<file path="src/rtl/serdes_pkg.sv">
// Shared types and constants for the bit serializer and the detector benches
// that consume its serial stream.
package serdes_pkg;

  typedef enum logic {
    EMPTY = 1'b0,
    SHIFT = 1'b1
  } ser_state_t;

  // Line level when no data bit is valid; detector benches use the same value.
  localparam logic IDLE_BIT_DFLT = 1'b0;

  function automatic int cnt_w(input int width);
    return (width > 1) ? $clog2(width) : 1;
  endfunction

endpackage

</file>
<file path="src/rtl/ser_hold_reg.sv">
// One-word holding register with valid flag; lets a producer stay one word
// ahead of the shifter.
module ser_hold_reg #(
  parameter int WIDTH = 8
) (
  input  logic             clk,
  input  logic             areset_n,
  input  logic             load,
  input  logic             unload,
  input  logic [WIDTH-1:0] d,
  output logic             vld,
  output logic [WIDTH-1:0] q
);

  // NOTE: sequential state uses non-blocking assignments only, and the data
  // register is reset too so a discarded word never lingers after reset.
  always_ff @(posedge clk or negedge areset_n) begin
    if (!areset_n) begin
      vld <= 1'b0;
      q   <= '0;
    end else if (load) begin
      vld <= 1'b1;
      q   <= d;
    end else if (unload) begin
      vld <= 1'b0;
    end
  end

endmodule

</file>
<file path="src/rtl/bit_serializer.sv">
// Parallel-to-serial front end: WIDTH-bit words in over valid/ready, one bit
// per clock out on bit_out, with a one-word hold stage for gapless streaming.
module bit_serializer
  import serdes_pkg::*;
#(
  parameter int   WIDTH     = 8,
  parameter bit   MSB_FIRST = 1'b1,
  parameter logic IDLE_BIT  = IDLE_BIT_DFLT
) (
  input  logic             clk,
  input  logic             areset_n,
  input  logic             s_valid,
  output logic             s_ready,
  input  logic [WIDTH-1:0] s_data,
  output logic             bit_out,
  output logic             bit_valid,
  output logic             word_start,
  output logic             idle
);

  localparam int            CW        = cnt_w(WIDTH);
  localparam logic [CW-1:0] CNT_FIRST = CW'(WIDTH - 1);

  ser_state_t       state, state_nx;
  logic [CW-1:0]    cnt, cnt_nx;
  logic [WIDTH-1:0] sh, sh_nx;
  logic [WIDTH-1:0] hold_data, load_word;
  logic             hold_vld;
  logic             accept, can_take, load_sh, hold_load, hold_unload;

  function automatic logic [WIDTH-1:0] shift1(input logic [WIDTH-1:0] v);
    return MSB_FIRST ? {v[WIDTH-2:0], 1'b0} : {1'b0, v[WIDTH-1:1]};
  endfunction

  function automatic logic head(input logic [WIDTH-1:0] v);
    return MSB_FIRST ? v[WIDTH-1] : v[0];
  endfunction

  // s_ready comes from a flop only, so there is no path from s_valid back out.
  assign s_ready     = !hold_vld;
  assign accept      = s_valid && s_ready;
  assign can_take    = (state == EMPTY) || (cnt == '0);
  assign load_sh     = can_take && (hold_vld || accept);
  assign load_word   = hold_vld ? hold_data : s_data;
  assign hold_load   = accept && !can_take;
  assign hold_unload = load_sh && hold_vld;
  assign idle        = (state == EMPTY) && !hold_vld;

  ser_hold_reg #(.WIDTH(WIDTH)) u_hold (
    .clk      (clk),
    .areset_n (areset_n),
    .load     (hold_load),
    .unload   (hold_unload),
    .d        (s_data),
    .vld      (hold_vld),
    .q        (hold_data)
  );

  // NOTE: every always_comb output is defaulted first so no latch is inferred.
  always_comb begin
    state_nx = state;
    cnt_nx   = cnt;
    sh_nx    = sh;
    case (state)
      EMPTY: begin
        if (load_sh) begin
          state_nx = SHIFT;
          cnt_nx   = CNT_FIRST;
          sh_nx    = load_word;
        end
      end
      SHIFT: begin
        if (cnt != '0) begin
          cnt_nx = cnt - CW'(1);
          sh_nx  = shift1(sh);
        end else if (load_sh) begin
          cnt_nx = CNT_FIRST;
          sh_nx  = load_word;
        end else begin
          state_nx = EMPTY;
        end
      end
      default: state_nx = EMPTY;
    endcase
  end

  always_ff @(posedge clk or negedge areset_n) begin
    if (!areset_n) begin
      state <= EMPTY;
      cnt   <= '0;
      sh    <= '0;
    end else begin
      state <= state_nx;
      cnt   <= cnt_nx;
      sh    <= sh_nx;
    end
  end

  // Line outputs are registered from the next-state values so they track the
  // shifter head exactly while staying glitch-free flop outputs.
  always_ff @(posedge clk or negedge areset_n) begin
    if (!areset_n) begin
      bit_out    <= IDLE_BIT;
      bit_valid  <= 1'b0;
      word_start <= 1'b0;
    end else begin
      bit_out    <= (state_nx == SHIFT) ? head(sh_nx) : IDLE_BIT;
      bit_valid  <= (state_nx == SHIFT);
      word_start <= (state_nx == SHIFT) && (cnt_nx == CNT_FIRST);
    end
  end

endmodule

</file>
<file path="config.mk">
export PLATFORM = sky130hd
export DESIGN_NAME = bit_serializer
export DESIGN_NICKNAME = d
export VERILOG_FILES = /design/src/rtl/serdes_pkg.sv /design/src/rtl/ser_hold_reg.sv /design/src/rtl/bit_serializer.sv
export SDC_FILE = /design/constraint.sdc
export NUM_CORES = 1
export LEC_CHECK = 0
export BUFFER_PORTS_ARGS = -buffer_cell sky130_fd_sc_hd__buf_2
export CORE_ASPECT_RATIO = 0.7
export CORE_MARGIN = 1
export CORE_UTILIZATION = 39
export CTS_BUF_LIST = sky130_fd_sc_hd__clkbuf_4
export CTS_CLUSTER_SIZE = 24
export DETAILED_ROUTE_END_ITERATION = 10
export PLACE_DENSITY = 0.64
export SYNTH_ARGS = -nofsm -noshare
export SYNTH_HDL_FRONTEND = slang
export SYNTH_HIERARCHICAL = 1
export SYNTH_SLANG_ARGS = --single-unit
</file>
<file path="constraint.sdc">
create_clock -name clk -period 4.2 [get_ports clk]
set_input_delay 0.84 -clock clk [delete_from_list [all_inputs] [get_ports clk]]
set_output_delay 0.84 -clock clk [all_outputs]
set_load 0.02 [all_outputs]
</file>
==> results of run 1 <==
synth_stat cells (3+ instances only):
library cell and number:
a21o_1 6, nor2b_1 6, a221oi_1 6, mux2i_1 7
a21oi_1 3, mux2_4 8, buf_6 3, inv_1 4
nand2_1 3, nor2_1 5, dfrtp_1 22
report_power, final:
part,switching [W],internal (W)
combinational,0.000156,0.000180
sequential,0.0000667,0.000300
clock,0.0000594,0.0000346
total,0.000282,0.000514
state kept, by name (all words and copies together) (netlist names):
name	count
bit_valid	1
word_start	1
sh	7
u_hold/q	8
u_hold/vld	1
cnt	3
bit_out	1
logic make-up after synthesis:
family / after synthesis / share of synthesized area
compound gates: 21 / 0.1389
fa+ha+maj: 2 / 0.02188
buf+inv: 12 / 0.06126
flops: 22 / 0.4814
mux: 17 / 0.1860
simple gates: 23 / 0.1105
stage by stage:
step	cells	util	instance area, sq um
2_1_floorplan	97	-	1144
3_3_place_gp	141	0.4357	1212
3_5_place_dp	141	0.4357	1212
4_1_cts	145	0.4451	1239
5_1_grt	145	0.4451	1239
6_report	145	0.4451	1239
final timing paths:
path / start / endpoint / slack [ns] / cells after the start
setup / recovery: cnt[0]$_DFF_PN0_ / u_hold/q[2]$_DFFE_PN0P_ / 1.79 / 6
max in group asynchronous: areset_n / cnt[0]$_DFF_PN0_ / 3.39 / 1
hold reg to reg: sh[1]$_DFF_PN0_ / sh[2]$_DFF_PN0_ / 0.49 / 1
hold / removal: areset_n / u_hold/q[3]$_DFFE_PN0P_ / 0.48 / 1
min in group clk: sh[1]$_DFF_PN0_ / sh[2]$_DFF_PN0_ / 0.49 / 1
setup reg to reg: cnt[0]$_DFF_PN0_ / u_hold/q[2]$_DFFE_PN0P_ / 1.79 / 6
layer usage:
| metal | wire length, microns | share of wire | global-route usage | vias up |
|---|---|---|---|---|
| met1 | 1139 | 0.52 | 0.2362 | 379 |
| met3 | 174 | 0.080 | 0.05583 | 0 |
| met4 | 0 | 0 | 0.01277 | 0 |
| met2 | 872 | 0.40 | 0.2061 | 30 |
| li1 | - | - | - | 367 |
| met5 | 0 | 0 | 0 | - |
worst max-delay path: cells and delay by family (launching register included):
family / cells / cell delay, ns
buffers and inverters: 1 / 0.07
adder cells (fa/ha/maj): 1 / 0.23
multiplexers: 1 / 0.34
flip-flops: 1 / 0.40
AND/OR/NAND/NOR: 3 / 1.26
area by class of cell:
cell class	instances	area, sq um	share of cell area
tap	36	45.04	0.03636
clock inverter	1	3.754	0.003030
sequential	22	550.5	0.4444
clock buffer	3	22.52	0.01818
multi-input combinational	63	523.0	0.4222
timing repair buffer	15	75.07	0.06061
inverter	5	18.77	0.01515
==> metrics.cfg, run 1 <==
[status]
status=finished, final reports clean

[timing]
hold_viol_final=0
fin_skew_ns=0.006033
setup_slack_ns=1.785
final_max_slew_viol_count=0
post-route-period-util=0.5750
grt_setup_unrepaired=no
period_minus_slack_ns=2.415
setup_violations=0
worstMarginPinSlew_ns=0.4816
setup_tns_ns=0
fmaxAchievable_mhz=414.1
whs_ns=0.4761
slew_headroom=0.6789

[final_layout]
area_delta_synth_final_pct=8.315
final_common_cell=dfrtp_1
drive_gt1_frac=0.2752
fillers=265
antenna_cells=0
nets=123
layout_common_cells=dfrtp_1 (22), buf_2 (15), mux2_4 (8)

[yosys]
synth_edf_count=0
synth_warnings=6
syn_area_sq_um=1144
synth.ff_latch_count=22
synthFlopType=dfrtp_1
synth_top_area_cell=dfrtp_1
ys_seq_area_frac=0.4814
avgSynthCellArea_sq_um=11.79
async_flop_share=1.000
synth_top_area_frac=0.4814
synth_cell_types=29
synth_nets=110
synth.area.top_cells=dfrtp_1 (48%), mux2_4 (11%), mux2i_1 (6.1%)
netlist_instances=97

[setup_path]
worstPathArrival_ns=2.61
cp-end-kind=flip-flop
crit_path_max_fanout=13
critPathMaxStageDelay_ns=0.48
path_class=reg2reg
path_cells=inv_1 -> ha_1 -> nand2b_1 -> and2_1 -> and3_2 -> mux2_4
cp.required_ns=4.40
critical-path-slowest-cell=and2_1
worstSetupStartpointType=flip-flop

[clocking]
cts.sinks=22
postCtsSetupBuffers=0
cts_tree=done
ctsHtreeMaxLevel=1
cts_max_path_buffers=2
clk_latency_ns=0.30
cts_buffers=3
root_buffer=clkbuf_4
clk_pin_slew_ns=0.12
cts.repair.resized=0
cts_hold_buf=0

[detailed_routing]
via_per_inst=5.352
ant_nets=0
via_count=776
drt_iter0_drc=17
drc_errors=0
drt-wirelength-per-cell_microns=15.08
drt-total-wl_microns=2187
first_pass_iters=4

[global_route]
grt_max_degree=23
antenna_found_initial=0
grt_pass1_wl_microns=3401
overflow=0
grt_util_all_layers=0.1525
grt_pass1_vias=672

[floorplanning]
core-area_sq_um=2783
die_w_microns=66.72
start_util=0.4110
rows=16
ios=16
die_y_microns=47.31
die-area_sq_um=3156

[placement]
hpwlAfterDp_microns=1541
io_buffers=15
dp_slack_ns=1.824
gp_congestion=0.7087

[run]
maxCapViolations=0

[pwr]
leakage_nw=0.6353
finalPower_w=0.0007969
powerDensity_nw_per_um2=643.3
vdd_drop_max_v=0.0003281

[min_path]
hp-class=in2async

Power figures use the tool's default switching activity.
==> inputs of run 2 (changes only) <==
--- a/config.mk
+++ b/config.mk
@@ -5,6 +5,7 @@
 export SDC_FILE = /design/constraint.sdc
 export NUM_CORES = 1
 export LEC_CHECK = 0
+export ABC_AREA = 1
 export BUFFER_PORTS_ARGS = -buffer_cell sky130_fd_sc_hd__buf_2
 export CORE_ASPECT_RATIO = 0.7
 export CORE_MARGIN = 1
@@ -12,7 +13,7 @@
 export CTS_BUF_LIST = sky130_fd_sc_hd__clkbuf_4
 export CTS_CLUSTER_SIZE = 24
 export DETAILED_ROUTE_END_ITERATION = 10
-export PLACE_DENSITY = 0.64
+export PLACE_DENSITY = 0.66
 export SYNTH_ARGS = -nofsm -noshare
 export SYNTH_HDL_FRONTEND = slang
 export SYNTH_HIERARCHICAL = 1
==> constraint.sdc (replaced) <==
create_clock -name clk -period 2.1 [get_ports clk]
set_input_delay 0.42 -clock clk [delete_from_list [all_inputs] [get_ports clk]]
set_output_delay 0.42 -clock clk [all_outputs]
set_load 0.02 [all_outputs]
==> run 2 against run 1 <==
Worst setup slack lost 1.4 ns. Total power grew 110%. Critical path type is now reg2out. Highest routed layer is now met4. Sequential power grew 100%. Synthesized area shrank 4.8%. Hold slack lost 0.43 ns. Synthesized cell count grew 39%. Sequential cell count is the same. Critical path depth shrank 4. Global-route usage grew 0.85 points. Count of clock-buffer cells in the layout is the same.
==> metrics.cfg, run 2 <==
[global_route]
antenna_found_initial=0  ; unchanged
grt_max_degree=23  ; unchanged
grt_util_all_layers=0.1611  ; +0.008526
overflow=0  ; unchanged
grt_pass1_vias=800  ; +19%
grt_pass1_wl_microns=3581  ; +5.3%

[setup_path]
cp-end-kind=output port
path_cells=inv_4 -> buf_2
cp.required_ns=1.68  ; -2.72 ns
path_class=reg2out
crit_path_max_fanout=12  ; -1
critPathMaxStageDelay_ns=0.68  ; +0.20 ns
worstSetupStartpointType=flip-flop
path_depth=2  ; -4
reg2reg_depth=8  ; +2
critical-path-slowest-cell=dfrtp_1
path_buf_inv=2  ; +1
worstPathArrival_ns=1.34  ; -1.27 ns
critical_path.top_delay_family=flip-flops

[clocking]
cts.repair.resized=0  ; unchanged
cts_buffers=3  ; unchanged
root_buffer=clkbuf_4
cts_tree=done
cts.sinks=22  ; unchanged
cts_max_path_buffers=2  ; unchanged
postCtsSetupBuffers=0  ; unchanged
cts_hold_buf=0  ; unchanged
ctsHtreeMaxLevel=1  ; unchanged
clk_latency_ns=0.32  ; +0.02 ns
clk_pin_slew_ns=0.12  ; about the same

[yosys]
synth_cell_types=16  ; -45%
async_flop_share=1.000  ; unchanged
synth.ff_latch_count=22  ; unchanged
synth.area.top_cells=dfrtp_1 (51%), nand2_1 (20%), nor2_1 (5.9%)
syn_area_sq_um=1089  ; -4.8%
synth_warnings=6  ; unchanged
avgSynthCellArea_sq_um=8.063  ; -32%
synth.most_common_cell=nand2_1
ys_seq_area_frac=0.5057  ; +0.02435
synth_edf_count=0  ; unchanged
synthFlopType=dfrtp_1
yosys-top-cells-count=nand2_1 (57), dfrtp_1 (22), nor2_1 (17)
synth_top_area_cell=dfrtp_1
synth_top_area_frac=0.5057  ; +0.02435
netlist_instances=135  ; +39%
synth_nets=148  ; +35%

[detailed_routing]
via_per_inst=4.571  ; -15%
drt-wirelength-per-cell_microns=11.01  ; -27%
first_pass_iters=4  ; unchanged
via_count=841  ; +8.4%
ant_nets=0  ; unchanged
drt-total-wl_microns=2025  ; -7.4%
drc_errors=0  ; unchanged
drt_iter0_drc=21  ; +4

[status]
status=finished, final reports clean

[run]
maxCapViolations=0  ; unchanged

[floorplanning]
die_w_microns=65.15  ; -2.4%
ios=16  ; unchanged
core-area_sq_um=2552  ; -8.3%
start_util=0.4265  ; +0.01550
rows=15  ; -1
die_y_microns=46.20  ; -2.3%
die-area_sq_um=3010  ; -4.6%

[timing]
post-route-period-util=0.8367
hold_viol_final=0  ; unchanged
whs_ns=0.04419  ; -0.4319 ns
worstMarginPinSlew_ns=0.5031  ; +0.02148 ns
grt_setup_unrepaired=no
setup_violations=0  ; unchanged
fmaxAchievable_mhz=569.1
final_max_slew_viol_count=0  ; unchanged
setup_tns_ns=0  ; unchanged
slew_headroom=0.6646  ; -0.01432
fin_skew_ns=0.01358  ; +0.007546 ns
period_minus_slack_ns=1.757

[final_layout]
antenna_cells=0  ; unchanged
final_common_cell=nand2_1
top_register=u_hold/q
fin_cells=184  ; +27%
drive_gt1_frac=0.1800  ; -0.09523
nets=164  ; +33%
stdcell_area_sq_um=1184  ; -4.4%
area_delta_synth_final_pct=8.736
layout_common_cells=nand2_1 (57), dfrtp_1 (22), nor2_1 (17)
largest_reg_flops=8  ; unchanged
reg.largest.list=u_hold/q (8), sh (7), cnt (3)

[placement]
io_buffers=15  ; unchanged
hpwlAfterDp_microns=1431  ; -7.2%
place_inst=180  ; +28%
gp_congestion=0.7627  ; +7.6%
place_area_sq_um=1157  ; -4.5%

[pwr]
p_int_w=0.0009636  ; +87%
powerDensity_nw_per_um2=1420  ; +120%
pwr-share-comb=0.441  ; +0.019
p_sw_frac=0.4267  ; +0.07232
netSwitchingPower_w=0.0007172  ; +150%
clockPowerShare=0.117  ; about the same
vdd_drop_max_v=0.0006535  ; +99%
finalPower_w=0.001681  ; +110%
leakage_nw=0.6757  ; +6.4%
seqPwrFrac=0.442  ; -0.018

[min_path]
hp-class=in2async

run 2: cell types whose count changed after synthesis, moves of 3 or more:
cell / before / now
nand2_1: 3 / 57
nor2_1: 5 / 17
mux2_4: 8 / 0
inv_1: 4 / 11
mux2i_1: 7 / 0
o22ai_1: 0 / 7
a21o_1: 6 / 0
a221oi_1: 6 / 0
nor2b_1: 6 / 0
a21oi_1: 3 / 0
nand3_1: 1 / 4
run 2: layout make-up:
class	count	area [sq um]
Clock inverter	1	3.754
Sequential cell	22	550.5
Multi-Input combinational cell	95	430.4
Tap cell	34	42.54
Clock buffer	3	22.52
Fill cell	278	1369
Timing Repair Buffer	16	82.58
Inverter	13	51.30
run 2: cell families (layout without fill, tap and decap cells):
family / count (synthesis) / count (layout) / share of synthesized area
buffers and inverters: 18 / 33 / 0.09885
DFF: 22 / 22 / 0.5057
AOI/OAI and AO/OA: 9 / 9 / 0.05517
adders and majority gates: 2 / 2 / 0.02298
and+or+nand+nor: 84 / 84 / 0.3172
run 2: layer usage:
metal | global-route usage | wire length [microns]
met1 | 0.2333 | 1091
met2 | 0.2438 | 808
met3 | 0.04703 | 108
met4 | 0.02609 | 17
met5 | 0 | 0
run 2: worst paths after layout:
check / from / end / slack (ns)
min in group clk: s_data[5] / u_hold/q[5]$_DFFE_PN0P_ / 0.31
worst min register to register: u_hold/q[3]$_DFFE_PN0P_ / u_hold/q[3]$_DFFE_PN0P_ / 0.48
worst max register to register: cnt[0]$_DFF_PN0_ / u_hold/q[2]$_DFFE_PN0P_ / 0.52
worst max-delay path: u_hold/vld$_DFFE_PN0P_ / s_ready / 0.34
worst min-delay path: areset_n / u_hold/q[6]$_DFFE_PN0P_ / 0.04
max in group asynchronous: areset_n / u_hold/q[0]$_DFFE_PN0P_ / 1.70
run 2: power groups by stage:
stage	Clock, W	Sequential, W	Combinational (W)
detailed placement	0	0.000752	0.000746
global placement	0	0.000749	0.000728
finish	0.000196	0.000742	0.000742
global route	0.000219	0.000773	0.000873
floorplan	0	0.000727	0.000646
CTS	0.000201	0.000743	0.000750
run 2: worst reg2reg max path, cell delays in order, from the launching register on:
cell and delay (ns):
dfrtp_1 0.37, inv_1 0.07, ha_1 0.20, nand2_2 0.10
nand2_4 0.12, nor2_1 0.27, inv_2 0.16, nand2_1 0.11
nand2_1 0.05
run 2: through the flow:
step	util	setup slack [ns]
after floorplan	-	0.7061
after global placement	0.4534	0.5884
after detailed placement	0.4534	0.5778
after CTS	0.4637	0.3397
after global routing	0.4637	0.2309
final	0.4637	0.3429
